## src/rtl/vx_sched_pkg.sv

```systemverilog
// rtl/vx_sched_pkg.sv - shared encodings and width helpers for the warp scheduler
package vx_sched_pkg;

  typedef enum logic [1:0] {
    WCTL_TMC    = 2'd0,
    WCTL_WSPAWN = 2'd1,
    WCTL_BAR    = 2'd2,
    WCTL_RSVD   = 2'd3
  } wctl_op_e;

  localparam int POLICY_RR  = 0;
  localparam int POLICY_GTO = 1;
  localparam int AGE_W      = 8;

  function automatic int nw_bits(input int n);
    return (n > 1) ? $clog2(n) : 1;
  endfunction

  function automatic int nb_bits(input int n);
    return (n > 1) ? $clog2(n) : 1;
  endfunction

  function automatic int popcount32(input logic [31:0] v);
    int c;
    c = 0;
    for (int i = 0; i < 32; i++) c += int'(v[i]);
    return c;
  endfunction

endpackage

```

## src/rtl/vx_warp_picker.sv

```systemverilog
// rtl/vx_warp_picker.sv - combinational grant selection (round-robin or greedy-then-oldest)
module vx_warp_picker
  import vx_sched_pkg::*;
#(
  parameter int NUM_WARPS = 4,
  parameter int POLICY    = POLICY_RR,
  localparam int NW_BITS  = nw_bits(NUM_WARPS)
) (
  input  logic [NUM_WARPS-1:0]            ready,
  input  logic [NUM_WARPS-1:0][AGE_W-1:0] ages,
  input  logic [NW_BITS-1:0]              last_grant,
  output logic                            valid,
  output logic [NW_BITS-1:0]              wid
);

  logic [AGE_W-1:0]   best_age;
  logic [NW_BITS-1:0] cand;

  always_comb begin
    valid    = 1'b0;
    wid      = '0;
    best_age = '0;
    cand     = '0;
    if (POLICY == POLICY_GTO && ready[last_grant]) begin
      valid = 1'b1;
      wid   = last_grant;
    end else if (POLICY == POLICY_GTO) begin
      // strict compare keeps the lowest index on equal ages
      for (int i = 0; i < NUM_WARPS; i++) begin
        if (ready[i] && (!valid || ages[i] > best_age)) begin
          valid    = 1'b1;
          wid      = NW_BITS'(i);
          best_age = ages[i];
        end
      end
    end else begin
      // walk backwards so the nearest successor of last_grant is the final winner
      for (int k = NUM_WARPS; k >= 1; k--) begin
        cand = NW_BITS'((int'(last_grant) + k) % NUM_WARPS);
        if (ready[cand]) begin
          valid = 1'b1;
          wid   = cand;
        end
      end
    end
  end

endmodule

```

## src/rtl/vx_warp_sched_gen.sv

```systemverilog
// rtl/vx_warp_sched_gen.sv - warp scheduler: per-warp state, barriers and registered fetch request
module vx_warp_sched_gen
  import vx_sched_pkg::*;
#(
  parameter int          NUM_WARPS    = 4,
  parameter int          NUM_THREADS  = 4,
  parameter int          NUM_BARRIERS = 4,
  parameter int          POLICY       = 0,
  parameter logic [31:0] STARTUP_ADDR = 32'h80000000,
  localparam int         NW_BITS      = nw_bits(NUM_WARPS),
  localparam int         NB_BITS      = nb_bits(NUM_BARRIERS)
) (
  input  logic                   clk,
  input  logic                   reset_n,
  input  logic                   wctl_valid,
  input  logic [1:0]             wctl_op,
  input  logic [NW_BITS-1:0]     wctl_wid,
  input  logic [NUM_THREADS-1:0] wctl_tmask,
  input  logic [NUM_WARPS-1:0]   wctl_wmask,
  input  logic [31:0]            wctl_pc,
  input  logic [NB_BITS-1:0]     wctl_bar_id,
  input  logic [NW_BITS-1:0]     wctl_bar_size_m1,
  input  logic                   wstall_valid,
  input  logic [NW_BITS-1:0]     wstall_wid,
  input  logic                   branch_valid,
  input  logic [NW_BITS-1:0]     branch_wid,
  input  logic                   branch_taken,
  input  logic [31:0]            branch_dest,
  input  logic                   ifetch_rsp_valid,
  input  logic [NW_BITS-1:0]     ifetch_rsp_wid,
  input  logic [31:0]            ifetch_rsp_pc,
  output logic                   ifetch_req_valid,
  input  logic                   ifetch_req_ready,
  output logic [NW_BITS-1:0]     ifetch_req_wid,
  output logic [NUM_THREADS-1:0] ifetch_req_tmask,
  output logic [31:0]            ifetch_req_pc,
  output logic [NUM_WARPS-1:0]   active_warps,
  output logic                   busy
);

  logic [NUM_WARPS-1:0]                   active_q, stalled_q, lock_q;
  logic [NUM_BARRIERS-1:0][NUM_WARPS-1:0] bar_q;
  logic [NUM_WARPS-1:0][31:0]             pc_q;
  logic [NUM_WARPS-1:0][NUM_THREADS-1:0]  tmask_q;
  logic [NUM_WARPS-1:0][AGE_W-1:0]        age_q;
  logic [NW_BITS-1:0]                     last_q;

  logic                   req_valid_q;
  logic [NW_BITS-1:0]     req_wid_q;
  logic [NUM_THREADS-1:0] req_tmask_q;
  logic [31:0]            req_pc_q;

  logic [NUM_WARPS-1:0] bar_any, ready;
  logic                 pick_valid, can_load, grant;
  logic [NW_BITS-1:0]   pick_wid;
  wctl_op_e             op;
  logic                 is_tmc, is_spawn, is_bar, bar_ok, bar_release;

  always_comb begin
    bar_any = '0;
    for (int b = 0; b < NUM_BARRIERS; b++) bar_any = bar_any | bar_q[b];
  end

  assign ready = active_q & ~stalled_q & ~lock_q & ~bar_any;

  vx_warp_picker #(
    .NUM_WARPS (NUM_WARPS),
    .POLICY    (POLICY)
  ) u_picker (
    .ready      (ready),
    .ages       (age_q),
    .last_grant (last_q),
    .valid      (pick_valid),
    .wid        (pick_wid)
  );

  // the output register may only be reloaded once it is empty or being drained
  assign can_load = ~req_valid_q | ifetch_req_ready;
  assign grant    = can_load & pick_valid;

  assign op          = wctl_op_e'(wctl_op);
  assign is_tmc      = wctl_valid & (op == WCTL_TMC);
  assign is_spawn    = wctl_valid & (op == WCTL_WSPAWN);
  assign is_bar      = wctl_valid & (op == WCTL_BAR);
  assign bar_ok      = is_bar & (int'(wctl_bar_id) < NUM_BARRIERS);
  assign bar_release = bar_ok &&
                       (popcount32(32'(bar_q[wctl_bar_id])) == int'(wctl_bar_size_m1));

  always_ff @(posedge clk or negedge reset_n) begin
    if (!reset_n) begin
      req_valid_q <= 1'b0;
      req_wid_q   <= '0;
      req_tmask_q <= '0;
      req_pc_q    <= '0;
      active_q    <= NUM_WARPS'(1);
      stalled_q   <= '0;
      lock_q      <= '0;
      bar_q       <= '0;
      age_q       <= '0;
      pc_q        <= '0;
      pc_q[0]     <= STARTUP_ADDR;
      tmask_q     <= '0;
      tmask_q[0]  <= NUM_THREADS'(1);
      last_q      <= NW_BITS'(NUM_WARPS - 1);
    end else begin
      if (can_load) begin
        req_valid_q <= pick_valid;
        if (pick_valid) begin
          req_wid_q   <= pick_wid;
          req_tmask_q <= tmask_q[pick_wid];
          req_pc_q    <= pc_q[pick_wid];
        end
      end

      for (int i = 0; i < NUM_WARPS; i++) begin
        if (grant && pick_wid == NW_BITS'(i))      age_q[i] <= '0;
        else if (ready[i] && age_q[i] != '1)        age_q[i] <= age_q[i] + 1'b1;
      end

      if (ifetch_rsp_valid) begin
        lock_q[ifetch_rsp_wid] <= 1'b0;
        pc_q[ifetch_rsp_wid]   <= ifetch_rsp_pc + 32'd4;
      end
      if (grant) begin
        lock_q[pick_wid] <= 1'b1;
        last_q           <= pick_wid;
      end

      // later assignments win: stall set first, then branch/wctl clears and branch pc
      if (wstall_valid) stalled_q[wstall_wid] <= 1'b1;
      if (branch_valid) begin
        stalled_q[branch_wid] <= 1'b0;
        if (branch_taken) pc_q[branch_wid] <= branch_dest;
      end

      if (is_tmc) begin
        tmask_q[wctl_wid]   <= wctl_tmask;
        active_q[wctl_wid]  <= |wctl_tmask;
        stalled_q[wctl_wid] <= 1'b0;
      end

      if (is_bar) begin
        stalled_q[wctl_wid] <= 1'b0;
        if (bar_release)  bar_q[wctl_bar_id]           <= '0;
        else if (bar_ok)  bar_q[wctl_bar_id][wctl_wid] <= 1'b1;
      end

      if (is_spawn) begin
        active_q <= wctl_wmask;
        for (int i = 1; i < NUM_WARPS; i++) begin
          if (wctl_wmask[i]) begin
            pc_q[i]    <= wctl_pc;
            tmask_q[i] <= NUM_THREADS'(1);
            age_q[i]   <= '0;
          end
        end
      end
    end
  end

  assign ifetch_req_valid = req_valid_q;
  assign ifetch_req_wid   = req_wid_q;
  assign ifetch_req_tmask = req_tmask_q;
  assign ifetch_req_pc    = req_pc_q;
  assign active_warps     = active_q;
  assign busy             = |active_q;

endmodule

```

## config.mk

```make
export PLATFORM = sky130hd
export DESIGN_NAME = vx_warp_sched_gen
export DESIGN_NICKNAME = d
export VERILOG_FILES = /design/src/rtl/vx_sched_pkg.sv /design/src/rtl/vx_warp_picker.sv /design/src/rtl/vx_warp_sched_gen.sv
export SDC_FILE = /design/constraint.sdc
export NUM_CORES = 1
export LEC_CHECK = 0
export ABC_AREA = 0
export CAP_MARGIN = 25
export CORE_MARGIN = 5
export CORE_UTILIZATION = 40
export DETAILED_ROUTE_END_ITERATION = 7
export DONT_BUFFER_PORTS = 1
export HOLD_SLACK_MARGIN = 0.06
export PLACE_DENSITY = 0.52
export SLEW_MARGIN = 0
export SYNTH_ARGS = -nofsm -noshare
export SYNTH_HDL_FRONTEND = slang
export SYNTH_SLANG_ARGS = --single-unit
```

## constraint.sdc

```tcl
create_clock -name clk -period 3.7 [get_ports clk]
set_input_delay 0.555 -clock clk [delete_from_list [all_inputs] [get_ports clk]]
set_output_delay 0.555 -clock clk [all_outputs]
set_load 0.02 [all_outputs]
```

==> out/results.ini, run 1 <==
[cts]
insertion_delay_ns = 0.54
ctsResizeCount = 0
cts_tree = yes
cts_buffers = 26
clk_pin_slew_ns = 0.06
cts.sinks = 213
postCtsSetupBuffers = 0
clockBufferDepth = 3
root_buffer = clkbuf_16
cts_max_level = 1

[floorplan]
rows = 63
io_pins = 170
die_w_um = 182.8
core_sq_um = 29560
start_util_pct = 40.39
die-area_sq_um = 33400
die_y_um = 182.8

[logic_synthesis]
async_flop_share_pct = 100.0
synth.distinct_cells = 59
synth_cells = 1391
yosys_warnings = 0
synth_top_area_share_pct = 43.60
synthTopCellsByArea = dfrtp_1 44%, a21oi_1 7.8%, nor2_1 5.9%
avgSynthCellArea_sq_um = 8.583
muxShareOfSynthArea_pct = 2.138
synth_top_family_by_area = compound AO/OA/AOI/OAI gates
synth_seq_cells = 213
synthesis.nets = 1521
synth_area_sq_um = 11940
synthXorXnorAreaFrac_pct = 2.201
synth_compound_area_share_pct = 30.29
synth_ff_type = dfrtp_1
synth-edff-count = 0
synth_simple_gate_area_share_pct = 15.11
ys_seq_area_share_pct = 44.70
synth_top_area_cell = dfrtp_1
synth_adder_area_share_pct = 0.4821

[power_and_ir_drop]
ir_worst_vdd_uv = 429.2
cellLeakagePower_nw = 5.269
power_density_nw_per_um2 = 683.2

[timing]
worstMarginPinSlew_ns = 1.009
fin_skew_ns = 0.01381
finalHoldViolations = 211
fin_tns_setup_ns = 0
maxSlewHeadroom_pct = 32.71
fin_ws_ns = 0.5396
drv_slew = 0
max_freq_ghz = 0.3164
finalCritPeriodShare_pct = 85.42
post-route-min-period_ns = 3.160
setup_violations = 0
holdWs_ns = -0.2828
rsz0062_at_grt = no

[grt]
grt_pass1_vias = 10930
overflow = 0
antenna_found_initial = 1
grtUsageTotal_pct = 26.93
grt_start_max_net_pins = 214
grt_pass1_wl_um = 69570

[placement]
dp_worst_setup_slack_ns = 0.4030
routabilityCongestion = 0.8391
place_area_sq_um = 12420
hpwl_um = 29030
io_buffers = 0

[setup_path]
cpMaxStageDelayCell = mux4_2
slowest_delay_ns = 0.49
path_class = reg -> reg
cp-end-kind = flop
start_kind = flop
worstPathMaxFanout = 4
cp_common_cell = ha_1
crit_arrival_ns = 3.55
critPathRequiredTime_ns = 4.09
path_cells = mux4_2 > fa_1 > ha_1 > ha_1 > xor2_1 > or4_1 > nor3_1 > nor2_1

[finish]
fillers = 2971
drive_above_1_share_pct = 10.00
fin_area_sq_um = 13310
final_net_count = 1481
antenna_cells = 0
area_delta_synth_final_pct = 11.49
post-route-util_pct = 45.03

[run]
drv_cap = 0

[route]
dr.first_iter.drc_count = 969
avgRoutedWirePerCell_um = 26.32
firstDrtPassIters = 7
drtAntennaViolNets = 0
wirelength_um = 46320
drc = 0
viasPerCell = 6.255
vias = 11010

[run_status]
violations = hold timing
outcome = complete, but fails checks

[hold_path]
hp-class = in -> async

[registers in the layout, indices dropped and copies added (netlist names)]
| register | flops |
|---|---|
| active_warps | 4 |
| bar_q | 16 |
| ifetch_req_pc | 32 |
| ifetch_req_tmask | 4 |
| ifetch_req_valid | 1 |
| ifetch_req_wid | 2 |
| last_q | 2 |
| lock_q | 4 |
| pc_q | 128 |
| stalled_q | 4 |
| tmask_q | 16 |
[layer usage]
layer  share of wire [%]  vias to the layer above  wire length [um]  track usage (%)
li1                    -                     5053                 -                -
met1                  42                     5414             19400            36.64
met2                  46                      454             21410            43.04
met3                 9.0                       86              4157            6.823
met4                 2.9                        2              1330            7.385
met5               0.028                        -                13                0
[synth_stat cells, types with 3 or more instances]
| cell | instances |
|---|---|
| a2111oi_0 | 18 |
| a2111oi_2 | 18 |
| a211oi_1 | 58 |
| a21oi_1 | 186 |
| a221o_1 | 5 |
| a22o_1 | 21 |
| a22oi_1 | 30 |
| a31oi_1 | 68 |
| a32o_1 | 4 |
| and2_1 | 4 |
| and3_1 | 6 |
| and4_1 | 3 |
| buf_1 | 4 |
| buf_2 | 8 |
| clkbuf_1 | 99 |
| dfrtp_1 | 208 |
| dfstp_2 | 5 |
| ha_1 | 3 |
| inv_1 | 42 |
| mux2_2 | 4 |
| mux2i_1 | 12 |
| mux4_2 | 4 |
| nand2_1 | 100 |
| nand2b_1 | 3 |
| nand3_1 | 31 |
| nand4_1 | 7 |
| nor2_1 | 187 |
| nor2b_1 | 8 |
| nor3_1 | 27 |
| nor4_1 | 4 |
| nor4b_1 | 3 |
| o211ai_1 | 7 |
| o21ai_0 | 131 |
| o221a_2 | 6 |
| or3_1 | 4 |
| or4_1 | 4 |
| xnor2_1 | 18 |
| xor2_1 | 12 |
[logic make-up after synthesis]
family | Yosys count
and+or+nand+nor | 404
buffers and inverters | 155
DFF | 213
xor gates and xnor gates | 30
muxes | 20
AOI/OAI and AO/OA | 565
adders and majority gates | 4
[report_power, final]
| part | leakage (nW) | switching (W) | internal [W] | total [W] |
|---|---|---|---|---|
| combinational | 2.29 | 0.00169 | 0.00100 | 0.00269 |
| sequential | 2.55 | 0.000737 | 0.00297 | 0.00371 |
| clock | 0.434 | 0.00104 | 0.00165 | 0.00269 |
[final timing paths]
check                              start                 to  slack [ns]  depth (start not counted)
min                              reset_n           bar_q[5]       -0.28                          0
min reg2reg                    lock_q[2]          lock_q[2]        0.50                          1
max                             bar_q[3]           bar_q[3]        0.54                          8
max reg2reg                     bar_q[3]           bar_q[3]        0.54                          8
min in group clk           branch_wid[0]       stalled_q[1]        0.12                          1
max in group asynchronous        reset_n  ifetch_req_pc[17]        3.61                          0
[layout make-up]
cell class	instances	area (sq um)	share of cell area, %
clock inverter	6	108.9	0.8178
timing repair buffer	45	375.4	2.820
clock buffer	41	778.2	5.847
sequential	213	5336	40.09
inverter	42	157.7	1.184
tap	390	488.0	3.666
multi-input combinational	1023	6066	45.57
[cell usage in the layout, fill, tap and decap left out, types with 30 or more instances in the layout]
cell type / n
dfrtp_1: 208
a21oi_1: 186
nor2_1: 184
o21ai_0: 130
nand2_1: 100
a31oi_1: 68
a211oi_1: 58
inv_1: 42
buf_4: 42
nand3_1: 30
a22oi_1: 30
[stage by stage]
stage	cells	power [W]
floorplan	1391	0.005512
global placement	1713	0.006400
detailed placement	1713	0.006438
CTS	1760	0.009134
global route	1760	0.009593
finish	1760	0.009093
[worst max-delay path: cells and delay by family (launching register included)]
family / cells / cell delay, ns
xor+xnor: 1 / 0.15
simple gates: 3 / 0.99
fa+ha+maj: 3 / 0.98
mux: 1 / 0.49
flops: 1 / 0.42
Note: power is estimated with default switching activity, not from simulation.
==> inputs of run 2 (changes only) <==
--- a/config.mk
+++ b/config.mk
@@ -9,6 +9,7 @@
 export CAP_MARGIN = 25
 export CORE_MARGIN = 5
 export CORE_UTILIZATION = 40
+export CTS_BUF_LIST = sky130_fd_sc_hd__clkbuf_8
 export DETAILED_ROUTE_END_ITERATION = 7
 export DONT_BUFFER_PORTS = 1
 export HOLD_SLACK_MARGIN = 0.06
==> run 2 against run 1 <==
Against the previous run:
- the flow still finishes with violations (hold timing)
- sequential power barely moved
- critical path type unchanged
- register-to-register slack barely moved
- first-iteration DRC count rose by 0.93%
==> out/results.ini, run 2 (synthesis results as in run 1) <==
[floorplan]
start_util_pct = 40.39  ; unchanged
die-area_sq_um = 33400  ; unchanged
rows = 63  ; unchanged
io_pins = 170  ; unchanged
core_sq_um = 29560  ; unchanged
die_w_um = 182.8  ; unchanged
die_y_um = 182.8  ; unchanged

[power_and_ir_drop]
cellLeakagePower_nw = 5.313  ; +0.85%
ir_worst_vdd_uv = 358.6  ; -16%
p_sw_w = 0.003487  ; +0.47%
p_clk_share_pct = 26.3  ; -3.3 points
power_density_nw_per_um2 = 658.3  ; -3.6%
power_frac_comb_pct = 31.0  ; +1.4 points
switching_share_pct = 40.10  ; +1.9 points
cell_internal_pwr_w = 0.005210  ; -7.3%
p_seq_share_pct = 42.7  ; +1.9 points
power.total_w = 0.008697  ; -4.4%

[finish]
final_common_cell = dfrtp_1
mostFrequentLayoutCells = 208 x dfrtp_1, 186 x a21oi_1, 184 x nor2_1
antenna_cells = 0  ; unchanged
area_delta_synth_final_pct = 10.66
post-route-util_pct = 44.69  ; -0.33 points
regMostFlops = pc_q
final_net_count = 1496  ; +1.0%
largest_register_ffs = 128  ; unchanged
drive_above_1_share_pct = 10.82  ; +0.82 points

[cts]
cts.sinks = 213  ; unchanged
ctsResizeCount = 0  ; unchanged
cts_tree = yes
cts_max_level = 2  ; +1
root_buffer = clkbuf_8
cts_buffers = 41  ; +58%
clk_pin_slew_ns = 0.06  ; about the same
clockBufferDepth = 3  ; unchanged
insertion_delay_ns = 0.56  ; +0.02 ns

[setup_path]
path_class = reg -> reg
start_kind = flop
critPathRequiredTime_ns = 4.10  ; about the same
cp_common_cell = ha_1
worstPathMaxFanout = 4  ; unchanged
slowest_delay_ns = 0.50  ; about the same
crit_arrival_ns = 3.57  ; +0.02 ns
cp-end-kind = flop
path_cells = mux4_2 > fa_1 > ha_1 > ha_1 > xor2_1 > or4_1 > nor3_1 > nor2_1
cpMaxStageDelayCell = fa_1

[grt]
overflow = 0  ; unchanged
globalRouteMet2Util_pct = 43.37  ; +0.33 points
grt-busiest-layer = met2
grt_pass1_wl_um = 69830  ; +0.39%
antenna_found_initial = 1  ; unchanged
grt_start_max_net_pins = 214  ; unchanged
grt_pass1_vias = 11050  ; +1.2%
met3_usage_pct = 7.001  ; +0.18 points
grtUsageTotal_pct = 27.17  ; +0.24 points
grt_use_met1_pct = 36.74  ; +0.10 points

[timing]
rsz0062_at_grt = no
worstMarginPinSlew_ns = 1.022  ; +0.01222 ns
finalHoldViolations = 211  ; unchanged
max_freq_ghz = 0.3160  ; -0.13%
fin_tns_setup_ns = 0  ; unchanged
holdWs_ns = -0.2905  ; -0.007729 ns
drv_slew = 0  ; unchanged
fin_ws_ns = 0.5356  ; -0.004036 ns
fin_skew_ns = 0.02347  ; +0.009660 ns
finalCritPeriodShare_pct = 85.52  ; +0.11 points
maxSlewHeadroom_pct = 31.89  ; -0.81 points
setup_violations = 0  ; unchanged
post-route-min-period_ns = 3.164  ; +0.004036 ns

[hold_path]
hp-class = in -> async

[route]
dr.first_iter.drc_count = 978  ; +0.93%
vias = 11130  ; +1.1%
firstDrtPassIters = 6  ; -1
wirelength_um = 46480  ; +0.36%
drc = 0  ; unchanged
drtAntennaViolNets = 0  ; unchanged
avgRoutedWirePerCell_um = 26.03  ; -1.1%
viasPerCell = 6.232  ; -0.37%

[placement]
dp_worst_setup_slack_ns = 0.4030  ; unchanged
io_buffers = 0  ; unchanged
routabilityCongestion = 0.8391  ; unchanged
hpwl_um = 29030  ; unchanged

[run]
drv_cap = 0  ; unchanged

[run_status]
outcome = complete, but fails checks
violations = hold timing

[run 2: worst max-delay path, delay by kind of cell (launching register included)]
family        cells  cell delay, ns
fa+ha+maj         3            1.00
simple gates      3            0.99
mux               1            0.48
flops             1            0.40
xor+xnor          1            0.15
[run 2: per-layer routing]
metal / share of wire [%] / vias up
met5: 0.028 / -
met4: 2.7 / 2
met3: 9.5 / 91
met2: 46 / 494
met1: 42 / 5463
li1: - / 5080
[run 2: stage by stage]
stage               instances  instance area, sq um
floorplan                1391                 11940
global placement         1713                 12420
detailed placement       1713                 12420
CTS                      1786                 13210
global route             1786                 13210
finish                   1786                 13210
[run 2: power groups by stage]
stage	sequential [W]	clock [W]	combinational, W
global route	0.00379	0.00245	0.00297
finish	0.00371	0.00229	0.00269
detailed placement	0.00376	0	0.00268
CTS	0.00372	0.00235	0.00269
global placement	0.00375	0	0.00265
floorplan	0.00358	0	0.00194
[run 2: worst paths after layout]
check	from	slack, ns	depth (start not counted)	endpoint
min in group clk	branch_wid[0]	0.11	1	stalled_q[1]
max in group asynchronous	reset_n	3.50	0	pc_q[40]
worst min register to register	lock_q[2]	0.50	1	lock_q[2]
worst max register to register	bar_q[9]	0.54	8	bar_q[3]
worst min-delay path	reset_n	-0.29	0	bar_q[5]
worst max-delay path	bar_q[9]	0.54	8	bar_q[3]
[run 2: area by class of cell]
type	instances	area, sq um
repair buffers	45	375.4
clock inverters	22	86.33
clock buffers	51	701.9
flip-flops and latches	213	5336
fillers	2996	16350
well taps	390	488.0
multi-input cells	1023	6066
inverters	42	157.7
[run 2: repair_timing]
item | in CTS | in global routing
hold endpoints to repair | 213 | 213
setup buffers | 0 | 0
endpoints found under the setup margin | 0 | 0
